### config.mk
export PLATFORM = sky130hd
export DESIGN_NAME = buyruk_blok_doldurucu_flat
export DESIGN_NICKNAME = d
export VERILOG_FILES = /design/src/rtl/buyruk_blok_doldurucu_if.sv /design/src/rtl/buyruk_blok_doldurucu.sv /design/src/flat_wrapper.sv
export SDC_FILE = /design/constraint.sdc
export NUM_CORES = 1
export LEC_CHECK = 0
export BUFFER_PORTS_ARGS = -buffer_cell sky130_fd_sc_hd__buf_2
export CORE_MARGIN = 4
export CORE_UTILIZATION = 50
export DETAILED_ROUTE_END_ITERATION = 12
export GPL_ROUTABILITY_DRIVEN = 0
export GPL_TIMING_DRIVEN = 0
export PLACE_DENSITY = 0.82
export SYNTH_ARGS = -nofsm -noshare
export SYNTH_HDL_FRONTEND = slang
export SYNTH_SLANG_ARGS = --single-unit
### constraint.sdc
create_clock -name clk_i -period 1.79 [get_ports clk_i]
set_input_delay 0.179 -clock clk_i [delete_from_list [all_inputs] [get_ports clk_i]]
set_output_delay 0.179 -clock clk_i [all_outputs]
set_load 0.05 [all_outputs]
### src/rtl/buyruk_blok_doldurucu_if.sv
// Request-side and memory-side signals of the instruction-cache refill engine.
// The engine connects through the slave modport; the cache controller/memory side uses master.
interface buyruk_blok_doldurucu_if #(
  parameter int ADRES_BIT   = 32,
  parameter int VERI_BIT    = 32,
  parameter int BLOK_KELIME = 4
);
  logic [ADRES_BIT-1:0]            okuma_istek_adres_i;
  logic                            okuma_istek_gecerli_i;
  logic [VERI_BIT*BLOK_KELIME-1:0] okuma_veri_blok_o;
  logic                            okuma_istek_hazir_o;
  logic                            hata_o;
  logic [ADRES_BIT-1:0]            bellek_istek_adres_o;
  logic                            bellek_istek_gecerli_o;
  logic                            bellek_istek_hazir_i;
  logic [VERI_BIT-1:0]             bellek_veri_i;
  logic                            bellek_veri_gecerli_i;

  modport slave (
    input  okuma_istek_adres_i, okuma_istek_gecerli_i,
    input  bellek_istek_hazir_i, bellek_veri_i, bellek_veri_gecerli_i,
    output okuma_veri_blok_o, okuma_istek_hazir_o, hata_o,
    output bellek_istek_adres_o, bellek_istek_gecerli_o
  );

  modport master (
    output okuma_istek_adres_i, okuma_istek_gecerli_i,
    output bellek_istek_hazir_i, bellek_veri_i, bellek_veri_gecerli_i,
    input  okuma_veri_blok_o, okuma_istek_hazir_o, hata_o,
    input  bellek_istek_adres_o, bellek_istek_gecerli_o
  );
endinterface

### src/rtl/buyruk_blok_doldurucu.sv
// Instruction-cache refill engine: fetches one block as sequential word reads
// with a single outstanding memory transaction and a per-word timeout.
module buyruk_blok_doldurucu #(
  parameter int ADRES_BIT   = 32,
  parameter int VERI_BIT    = 32,
  parameter int BLOK_KELIME = 4,
  parameter int ZAMAN_ASIMI = 256
) (
  input  logic clk_i,
  input  logic rst_ni,
  buyruk_blok_doldurucu_if.slave bus
);

  localparam int BLOK_BIT        = VERI_BIT * BLOK_KELIME;
  localparam int KELIME_BAYT_BIT = $clog2(VERI_BIT / 8);
  localparam int BLOK_BAYT_BIT   = $clog2(BLOK_KELIME * VERI_BIT / 8);
  localparam int KB              = (BLOK_KELIME > 1) ? $clog2(BLOK_KELIME) : 1;
  localparam int SB              = (ZAMAN_ASIMI > 1) ? $clog2(ZAMAN_ASIMI) : 1;

  localparam logic [KB-1:0] SON_KELIME = KB'(BLOK_KELIME - 1);
  localparam logic [SB-1:0] SAYAC_SON  = SB'((ZAMAN_ASIMI > 0) ? ZAMAN_ASIMI - 1 : 0);
  localparam logic [ADRES_BIT-1:0] HIZA_MASKE =
    ~((ADRES_BIT'(1) << BLOK_BAYT_BIT) - ADRES_BIT'(1));

  typedef enum logic [1:0] {BOSTA, ISTEK, YANIT, TAMAM} durum_e;

  durum_e                durum_q, durum_d;
  logic [KB-1:0]         kelime_q, kelime_d;
  logic [ADRES_BIT-1:0]  taban_q, taban_d;
  logic [SB-1:0]         sayac_q, sayac_d;
  logic                  hata_q, hata_d;
  logic [BLOK_BIT-1:0]   blok_q, blok_d;
  logic                  zaman_doldu;

  assign zaman_doldu = (ZAMAN_ASIMI != 0) && (sayac_q == SAYAC_SON);

  always_ff @(posedge clk_i or negedge rst_ni) begin
    if (!rst_ni) begin
      durum_q  <= BOSTA;
      kelime_q <= '0;
      taban_q  <= '0;
      sayac_q  <= '0;
      hata_q   <= 1'b0;
      blok_q   <= '0;
    end else begin
      durum_q  <= durum_d;
      kelime_q <= kelime_d;
      taban_q  <= taban_d;
      sayac_q  <= sayac_d;
      hata_q   <= hata_d;
      blok_q   <= blok_d;
    end
  end

  // The wait counter defaults to zero so that every state change restarts it.
  always_comb begin
    durum_d  = durum_q;
    kelime_d = kelime_q;
    taban_d  = taban_q;
    sayac_d  = '0;
    hata_d   = hata_q;
    blok_d   = blok_q;
    unique case (durum_q)
      BOSTA: begin
        hata_d = 1'b0;
        if (bus.okuma_istek_gecerli_i) begin
          taban_d  = bus.okuma_istek_adres_i & HIZA_MASKE;
          kelime_d = '0;
          durum_d  = ISTEK;
        end
      end
      ISTEK: begin
        if (bus.bellek_istek_hazir_i) begin
          durum_d = YANIT;
        end else if (zaman_doldu) begin
          hata_d  = 1'b1;
          durum_d = TAMAM;
        end else begin
          sayac_d = sayac_q + SB'(1);
        end
      end
      YANIT: begin
        if (bus.bellek_veri_gecerli_i) begin
          for (int w = 0; w < BLOK_KELIME; w++) begin
            if (KB'(w) == kelime_q) begin
              blok_d[w*VERI_BIT +: VERI_BIT] = bus.bellek_veri_i;
            end
          end
          if (kelime_q == SON_KELIME) begin
            durum_d = TAMAM;
          end else begin
            kelime_d = kelime_q + KB'(1);
            durum_d  = ISTEK;
          end
        end else if (zaman_doldu) begin
          hata_d  = 1'b1;
          durum_d = TAMAM;
        end else begin
          sayac_d = sayac_q + SB'(1);
        end
      end
      TAMAM: begin
        hata_d  = 1'b0;
        durum_d = BOSTA;
      end
      default: durum_d = BOSTA;
    endcase
  end

  // Address is gated to zero outside ISTEK so idle/reset outputs read as 0.
  assign bus.bellek_istek_gecerli_o = (durum_q == ISTEK);
  assign bus.bellek_istek_adres_o   = (durum_q == ISTEK)
                                      ? taban_q + (ADRES_BIT'(kelime_q) << KELIME_BAYT_BIT)
                                      : '0;
  assign bus.okuma_istek_hazir_o    = (durum_q == TAMAM);
  assign bus.hata_o                 = (durum_q == TAMAM) && hata_q;
  assign bus.okuma_veri_blok_o      = blok_q;

endmodule

### src/flat_wrapper.sv
// flat-port wrapper written by rule: the top's interface ports become plain ports
module buyruk_blok_doldurucu_flat 
#(
  parameter int ADRES_BIT   = 32,
  parameter int VERI_BIT    = 32,
  parameter int BLOK_KELIME = 4,
  parameter int ZAMAN_ASIMI = 256
)
  (clk_i, rst_ni, bus_okuma_istek_adres_i, bus_okuma_istek_gecerli_i, bus_bellek_istek_hazir_i, bus_bellek_veri_i, bus_bellek_veri_gecerli_i, bus_okuma_veri_blok_o, bus_okuma_istek_hazir_o, bus_hata_o, bus_bellek_istek_adres_o, bus_bellek_istek_gecerli_o);
  buyruk_blok_doldurucu_if #(.ADRES_BIT(ADRES_BIT), .VERI_BIT(VERI_BIT), .BLOK_KELIME(BLOK_KELIME)) bus_i ();
  input  logic clk_i;
  input  logic rst_ni;
  input wire logic [$bits(bus_i.okuma_istek_adres_i)-1:0] bus_okuma_istek_adres_i;
  input wire logic [$bits(bus_i.okuma_istek_gecerli_i)-1:0] bus_okuma_istek_gecerli_i;
  input wire logic [$bits(bus_i.bellek_istek_hazir_i)-1:0] bus_bellek_istek_hazir_i;
  input wire logic [$bits(bus_i.bellek_veri_i)-1:0] bus_bellek_veri_i;
  input wire logic [$bits(bus_i.bellek_veri_gecerli_i)-1:0] bus_bellek_veri_gecerli_i;
  output wire logic [$bits(bus_i.okuma_veri_blok_o)-1:0] bus_okuma_veri_blok_o;
  output wire logic [$bits(bus_i.okuma_istek_hazir_o)-1:0] bus_okuma_istek_hazir_o;
  output wire logic [$bits(bus_i.hata_o)-1:0] bus_hata_o;
  output wire logic [$bits(bus_i.bellek_istek_adres_o)-1:0] bus_bellek_istek_adres_o;
  output wire logic [$bits(bus_i.bellek_istek_gecerli_o)-1:0] bus_bellek_istek_gecerli_o;
  assign bus_i.okuma_istek_adres_i = bus_okuma_istek_adres_i;
  assign bus_i.okuma_istek_gecerli_i = bus_okuma_istek_gecerli_i;
  assign bus_i.bellek_istek_hazir_i = bus_bellek_istek_hazir_i;
  assign bus_i.bellek_veri_i = bus_bellek_veri_i;
  assign bus_i.bellek_veri_gecerli_i = bus_bellek_veri_gecerli_i;
  assign bus_okuma_veri_blok_o = bus_i.okuma_veri_blok_o;
  assign bus_okuma_istek_hazir_o = bus_i.okuma_istek_hazir_o;
  assign bus_hata_o = bus_i.hata_o;
  assign bus_bellek_istek_adres_o = bus_i.bellek_istek_adres_o;
  assign bus_bellek_istek_gecerli_o = bus_i.bellek_istek_gecerli_o;
  buyruk_blok_doldurucu #(.ADRES_BIT(ADRES_BIT), .VERI_BIT(VERI_BIT), .BLOK_KELIME(BLOK_KELIME), .ZAMAN_ASIMI(ZAMAN_ASIMI)) u_core (.clk_i(clk_i), .rst_ni(rst_ni), .bus(bus_i));
endmodule
# --- Word-level counts from Yosys, hierarchy flattened ---
# Index checks and enable logic that the tools add are counted.
op_classes:
  addsub: 3
  n_eq_ne: 13
  muxes: 19
  reduce_logical: 12
op_table:
  columns: ["operator", "count"]
  rows:
  - ["32-bit by 4-bit adder with 32-bit output", 1]
  - ["32-bit 2-to-1 mux", 1]
  - ["8-bit 2-to-1 mux", 3]
  - ["2-bit 2-to-1 mux", 8]
  - ["8-bit one-hot mux with 2 select lines", 1]
  - ["3-bit AND reduction", 4]
  - ["2-bit inequality test (second input constant)", 5]
  - ["8-bit by 1-bit adder with 8-bit output (second input constant)", 1]
  - ["8-bit equality test (second input constant)", 1]
  - ["2-bit one-hot mux with 4 select lines", 1]
  - ["2-bit equality test (second input constant)", 3]
  - ["2-bit equality test (first input constant)", 2]
  - ["2-bit zero test", 2]
  - ["2-bit one-hot mux with 2 select lines", 1]
  - ["2-bit AND reduction", 2]
  - ["4-bit AND reduction", 1]
  - ["1-bit 2-to-1 mux", 3]
  - ["1-bit one-hot mux with 3 select lines", 1]
  - ["2-bit by 1-bit adder with 2-bit output (second input constant)", 1]
  - ["1-bit by 2-bit equality test with 1-bit output (first input constant)", 1]
  - ["2-bit by 1-bit equality test with 1-bit output (second input constant)", 1]
  - ["2-bit nonzero test", 1]
  - ["2-bit OR reduction", 1]
  - ["1-bit logical AND", 1]
word_totals:
  regBits: 169
  word_cells: 56

# --- Depth between registers and ports, before layout ---
# Gate-level depths: netlist of the first run.
depth:
  depth_word: 4
  mapped_depth: 6

# --- Worst setup path after synthesis of the first run ---
# Ideal clock, no wire load.
synth_timing:
  path_type: "reg-to-output"
  start: "register u_core.durum_q[1]"
  end: "output bus_bellek_istek_adres_o[10]"
  t_arrival_ns: 1.742
  required_ns: 1.611
  setup_slack_ns: -0.131
  stages_incl_launch_ff: 5
  path_cell_list: "dfrtp_1 inv_1 ha_1 clkbuf_1 and2_1"
synth_via:
  elab_chain_len: 2
synth_lines:
  columns: ["item", "line_no", "rtl"]
  rows:
  - ["from (decl)", "buyruk_blok_doldurucu.sv:27", "durum_e durum_q, durum_d;"]
  - ["from (signal assigned)", "buyruk_blok_doldurucu.sv:46", "durum_q <= durum_d;"]
  - ["2-bit by 1-bit equality test with 1-bit output", null, null]
  - ["net bus_bellek_istek_gecerli_o", "flat_wrapper.sv:22", "output wire logic [$bits(bus_i.bellek_istek_gecerli_o)-1:0] bus_bellek_istek_gecerli_o;"]
  - ["32-bit 2-to-1 mux", "buyruk_blok_doldurucu.sv:113", "? taban_q + (ADRES_BIT'(kelime_q) << KELIME_BAYT_BIT)"]
  - ["to (decl)", "flat_wrapper.sv:21", "output wire logic [$bits(bus_i.bellek_istek_adres_o)-1:0] bus_bellek_istek_adres_o;"]
# The timed path passes the listed nets, and every way through them passes these cells.

# --- Final worst setup path of the first run ---
layout_timing:
  start: "register u_core.durum_q[1]"
  end: "output bus_bellek_istek_adres_o[15]"
layout_via:
  elab_chain_len: 2
layout_lines:
  columns: ["item", "line_no", "rtl"]
  rows:
  - ["2-bit by 1-bit equality test with 1-bit output", "buyruk_blok_doldurucu.sv:112", "assign bus.bellek_istek_adres_o = (durum_q == ISTEK)"]
  - ["32-bit 2-to-1 mux", "buyruk_blok_doldurucu.sv:113", null]
# Every way passes these cells.

==> results of run 1 <==
==> timing repair <==
action	4_1_cts	5_1_grt
resized for setup	78	44
hold buffers	20	2
setup endpoints to repair	154	122
endpoints found under the hold margin	83	2
setup buffers	2	3
gates cloned	0	0
==> worst paths after layout <==
kind / depth (start not counted) / endpoint
worst min-delay path: 2 / u_core.taban_q[15]
max in group asynchronous: 3 / u_core.bus.okuma_veri_blok_o[54]
worst max-delay path: 5 / bus_bellek_istek_adres_o[15]
min in group asynchronous: 2 / u_core.bus.okuma_veri_blok_o[3]
worst min register to register: 1 / u_core.bus.okuma_veri_blok_o[95]
worst max register to register: 7 / u_core.taban_q[21]
==> flip-flops by register name, summed over array words and instances (netlist names) <==
signal,count
u_core.kelime_q,2
u_core.durum_q,2
u_core.bus.okuma_veri_blok_o,128
u_core.taban_q,28
u_core.sayac_q,8
u_core.hata_q,1
==> kinds of logic after synthesis <==
| group | after synthesis |
|---|---|
| mux | 156 |
| xor+xnor | 2 |
| other cells | 1 |
| compound gates | 21 |
| flops | 169 |
| fa+ha+maj | 9 |
| simple gates | 66 |
| buf+inv | 28 |
==> layer usage <==
layer	vias to the layer above	track usage	share of wire
met3	20	0.0789	0.081
met2	182	0.395	0.51
met4	0	0.0703	0.013
met1	2433	0.274	0.40
li1	2128	-	-
met5	-	0	0
==> area by class of cell <==
type | count | area [µm²]
inverter | 6 | 22.5
clock inverter | 10 | 211
sequential | 169 | 4230
buffer | 22 | 190
clock buffer | 22 | 484
tap | 176 | 220
multi-input combinational | 256 | 2550
timing repair buffer | 253 | 1610
fill | 859 | 3770
==> through the flow <==
stage / setup slack, ns / utilization / hold slack, ns / setup TNS, ns
final: 0.0415 / 0.716 / 0.0174 / 0
after CTS: -0.00123 / 0.702 / 0.000352 / -0.00194
after global routing: -0.0419 / 0.716 / -0.00175 / -0.435
after global placement: -1.75 / 0.614 / 0.412 / -299.16
after detailed placement: -0.184 / 0.616 / 0.202 / -11.68
after floorplan: 0.0512 / - / -0.117 / 0
==> layout by cell type, fill, tap and decap left out, types with 2 or more instances in the layout <==
cell	n
buf_2	196
dfrtp_1	167
mux2_2	156
buf_6	33
dlygate4sd3_1	22
buf_4	19
and2_4	18
clkbuf_16	17
and2_1	13
ha_1	7
bufinv_16	6
inv_1	5
nand3_2	4
nor2_1	4
nor3_1	4
buf_8	4
a21oi_1	4
clkbuf_8	4
nor2b_1	3
nor3b_1	3
nand4b_1	3
a211oi_1	3
clkinvlp_4	3
nand4_1	2
xnor2_1	2
nand2_1	2
nand2b_1	2
o21ai_0	2
or3_1	2
ha_4	2
conb_1	2
dfrtp_2	2
==> critical path, cell delays in order (launching register included) <==
cell	delay [ns]
dfrtp_1	0.40
inv_2	0.09
ha_4	0.19
buf_6	0.15
and2_1	0.15
buf_6	0.17
==> power by group <==
group	switching (µW)	internal, µW
logic	4570	2550
registers	499	4680
clock network	1470	2770
==> run summary, run 1 <==
outcome = completed
Placed Cells = 855
worst endpoint data arrival time = 1.57 ns
total die area = 15500 µm²
Initial Util = 0.512
final WL = 17600 µm
post-synthesis xor/xnor area fraction = 0.00257
Slew @ Worst Pin = 0.606 ns
Post-Synth Simple-Gate Area = 0.0599
largest area contributor in the netlist = dfrtp_1
complex-gate fraction of the synthesized area = 0.0213
FFs w/ async S/R, synth = 1.00
Syn. warnings = 0
Placed Area = 8200 µm²
Yosys cell types = 39
first-pass GRT wire length = 28900 µm
final hold vios = 0
Die Wd = 125 µm
vias in the first global route = 5427
DR WL/cell = 19.3 µm
startpoint class of the critical path = flop
leakage = 0.00508 µW
# DRC = 0
PD cells = 1740 nW/µm²
Critical Path RT = 1.61 ns
clk buf depth = 2
skew final = 0.00479 ns
Setup-failing EPs final = 0
Port Buffers = 225
count leader, synth = dfrtp_1
worst hold path class = in2reg
Crit Path Max Fanout = 10
VDD IR-drop max = 1010 µV
synthesized cell area = 6810 µm²
unrepaired setup endpoints after global routing = true
total gr overflow = 0
Core Area = 13300 µm²
clk slew on worst S/H paths = 0.06 ns
Synth area leaders = dfrtp_1, mux2_2, and2_1
Adder-Cell Fraction of Synth Area = 0.0165
Cell Rows = 42
Worst-Skew Late Latency = 0.42 ns
GRT Total Usage = 0.230
Power, Total = 16500 µW
final max-slew violation count = 0
CTS sink cnt = 169
CTS H-Tree Depth = 4
mux share of post-synthesis cell area = 0.258
Slew HR = 0.596
Seq cells post-synth = 169
post-synth top area share = 0.621
Die Ht = 125 µm
via-per-instance ratio = 5.21
Syn Inst Count = 452
post-route insts no fill = 914
P&R area growth vs syn = 39.9%
largest net degree at the start of global routing = 106
ant diodes = 0
fin area = 9520 µm²
syn avg cell area = 15.1 µm²
NumNets Final = 803
DRT iter0 DRCs = 224
share of post-route cells with drive strength above 1 = 0.640
vias post-DR = 4763
initial antenna violation count = 0
Max Freq = 572 MHz
Ports = 232
critical path class = reg2out
Worst Setup SP = u_core.durum_q[1]
Routed Antenna Nets = 0
TritonCTS clock tree = yes
sequential-to-total area share from yosys stat = 0.621
largest family of logic cells by synthesized area = multiplexers
hold wc startpoint = bus_okuma_istek_adres_i[15]
r2r setup slk = 0.05 ns
worst reg2reg path startpoint = u_core.durum_q[1]
top_reg_cell synth = dfrtp_1
Tmin final = 1.75 ns
Post-synth EDFFs = 0
CP endpoint kind = output port
TritonCTS Buffers = 17
most frequent cells after synthesis = dfrtp_1, mux2_2, and2_1
TritonRoute pass-1 iters = 4
final worst-path cycle share = 0.977
DP HPWL = 11900 µm
Root Buffer = clkbuf_16
Max Cap Viol = 0
(Power assumes the default switching activity.)
==> inputs of run 2 (changes only) <==
CORE_UTILIZATION = 54   (was 50)
PLACE_DENSITY = 0.87   (was 0.82)
clock period = 2.15 ns   (was 1.79 ns; I/O delays follow)
==> run summary, run 2 (same netlist as run 1, synthesis figures left out) <==
share of post-route cells with drive strength above 1 = 0.612
DR WL met2 = 8000 µm
CTS sink cnt = 169
initial antenna violation count = 0
Slew @ Worst Pin = 0.843 ns
max layer used = met4
Critical Path RT = 1.93 ns
clk slew on worst S/H paths = 0.06 ns
Tmin final = 2.03 ns
final WL = 16400 µm
DR WL/cell = 18.7 µm
vias in the first global route = 4938
Crit Path Max Fanout = 10
Port Buffers = 225
Ports = 232
Max Cap Viol = 0
slowest stage delay, CP = 0.41 ns
via-per-instance ratio = 5.21
total die area = 14500 µm²
NumNets Final = 777
Routed Antenna Nets = 0
most frequent cells in the layout = buf_2, dfrtp_1, mux2_2
unrepaired setup endpoints after global routing = false
Min Hold Slack = 0.0246 ns
VDD IR-drop max = 734 µV
DP HPWL = 11800 µm
Die Ht = 120 µm
P&R area growth vs syn = 29.5%
CP endpoint kind = output port
vias post-DR = 4583
first-pass GRT wire length = 26300 µm
CTS H-Tree Depth = 4
Worst-Skew Late Latency = 0.42 ns
Cell Rows = 40
Initial Util = 0.560
critical path class = reg2out
Core Area = 12200 µm²
worst hold path class = in2reg
Slew HR = 0.438
startpoint class of the critical path = flop
commonest non-fill, non-tap cell in the layout = buf_2
Max Freq = 493 MHz
DRT iter0 DRCs = 246
leakage = 0.00481 µW
final worst-path cycle share = 0.943
Fill cells = 806
clk buf depth = 2
Die Wd = 120 µm
final max-slew violation count = 0
TritonCTS clock tree = yes
ant diodes = 0
Setup-failing EPs final = 0
Met1 Wirelength = 6710 µm
GRT Total Usage = 0.233
CP max stage cell = dfrtp_1
# DRC = 0
final hold vios = 0
outcome = completed
TritonCTS Buffers = 17
largest net degree at the start of global routing = 95
metal3 WL = 1410 µm
worst endpoint data arrival time = 1.81 ns
PD cells = 1400 nW/µm²
skew final = 0.00476 ns
max reg flops = 128
ordered list of cells on the worst path = inv_1 -> ha_4 -> clkbuf_2 -> and2_1 -> buf_2
TritonRoute pass-1 iters = 4
Critical path buffers and inverters = 3
total gr overflow = 0
Top delay family on crit path = buffers and inverters
Root Buffer = clkbuf_16
Util after Layout = 0.725
==> run 2: cell count changes in the layout (fill, tap and decap cells not counted), sizes merged <==
| cell | previous run | this run |
|---|---|---|
| buf | 253 | 239 |
| clkbuf | 22 | 33 |
| clkinv | 0 | 4 |
| dlygate4sd3 | 22 | 1 |
| clkinvlp | 3 | 0 |
| inv | 7 | 6 |
| bufinv | 6 | 3 |
==> run 2: area by class of cell <==
class                      instances  area, µm²  share of cell area
clock buffer                      24        472              0.0535
buffer                            22        118              0.0133
clock inverter                     7        118              0.0133
multi-input combinational        256       2460               0.279
inverter                           6       22.5             0.00255
timing repair buffer             227       1190               0.135
sequential                       169       4230               0.480
tap                              168        210              0.0238
==> run 2: report_power, final <==
part,internal [µW],switching (µW)
combinational,1480,3560
clock,1880,1190
sequential,3890,368
total,7260,5120
==> run 2: per-layer routing <==
metal  GRT usage  vias up
li1            -     2086
met1       0.285     2270
met2       0.384      203
met3      0.0790       24
met4      0.0892        0
met5           0        -
==> run 2: final timing paths <==
check | start | slack, ns | to | cells after the start
setup / recovery | u_core.durum_q[1] | 0.12 | bus_bellek_istek_adres_o[9] | 5
hold / removal | bus_okuma_istek_adres_i[26] | 0.02 | u_core.taban_q[26] | 2
setup reg to reg | u_core.durum_q[0] | 0.17 | u_core.bus.okuma_veri_blok_o[70] | 5
hold reg to reg | u_core.bus.okuma_veri_blok_o[58] | 0.50 | u_core.bus.okuma_veri_blok_o[58] | 1
max in group asynchronous | rst_ni | 0.86 | u_core.bus.okuma_veri_blok_o[126] | 3
min in group asynchronous | rst_ni | 0.44 | u_core.taban_q[22] | 2
==> run 2: through the flow <==
stage	setup WS [ns]	std cells	setup TNS [ns]	instance area, µm²	total power [µW]
finish	0.123	879	0	8820	12400
global route	0.00182	879	0	8820	12900
CTS	0.0240	879	0	8790	12400
detailed placement	0.208	847	0	8180	9310
global placement	-1.42	846	-238.42	8150	9130
floorplan	0.193	453	0	6810	8050
==> run 2: repair_timing <==
item                                    4_1_cts  5_1_grt
endpoints found under the setup margin       30       30
hold buffers                                  1        0
endpoints found under the hold margin        93        0
buffers inserted                              0        0
resized for setup                             5        7
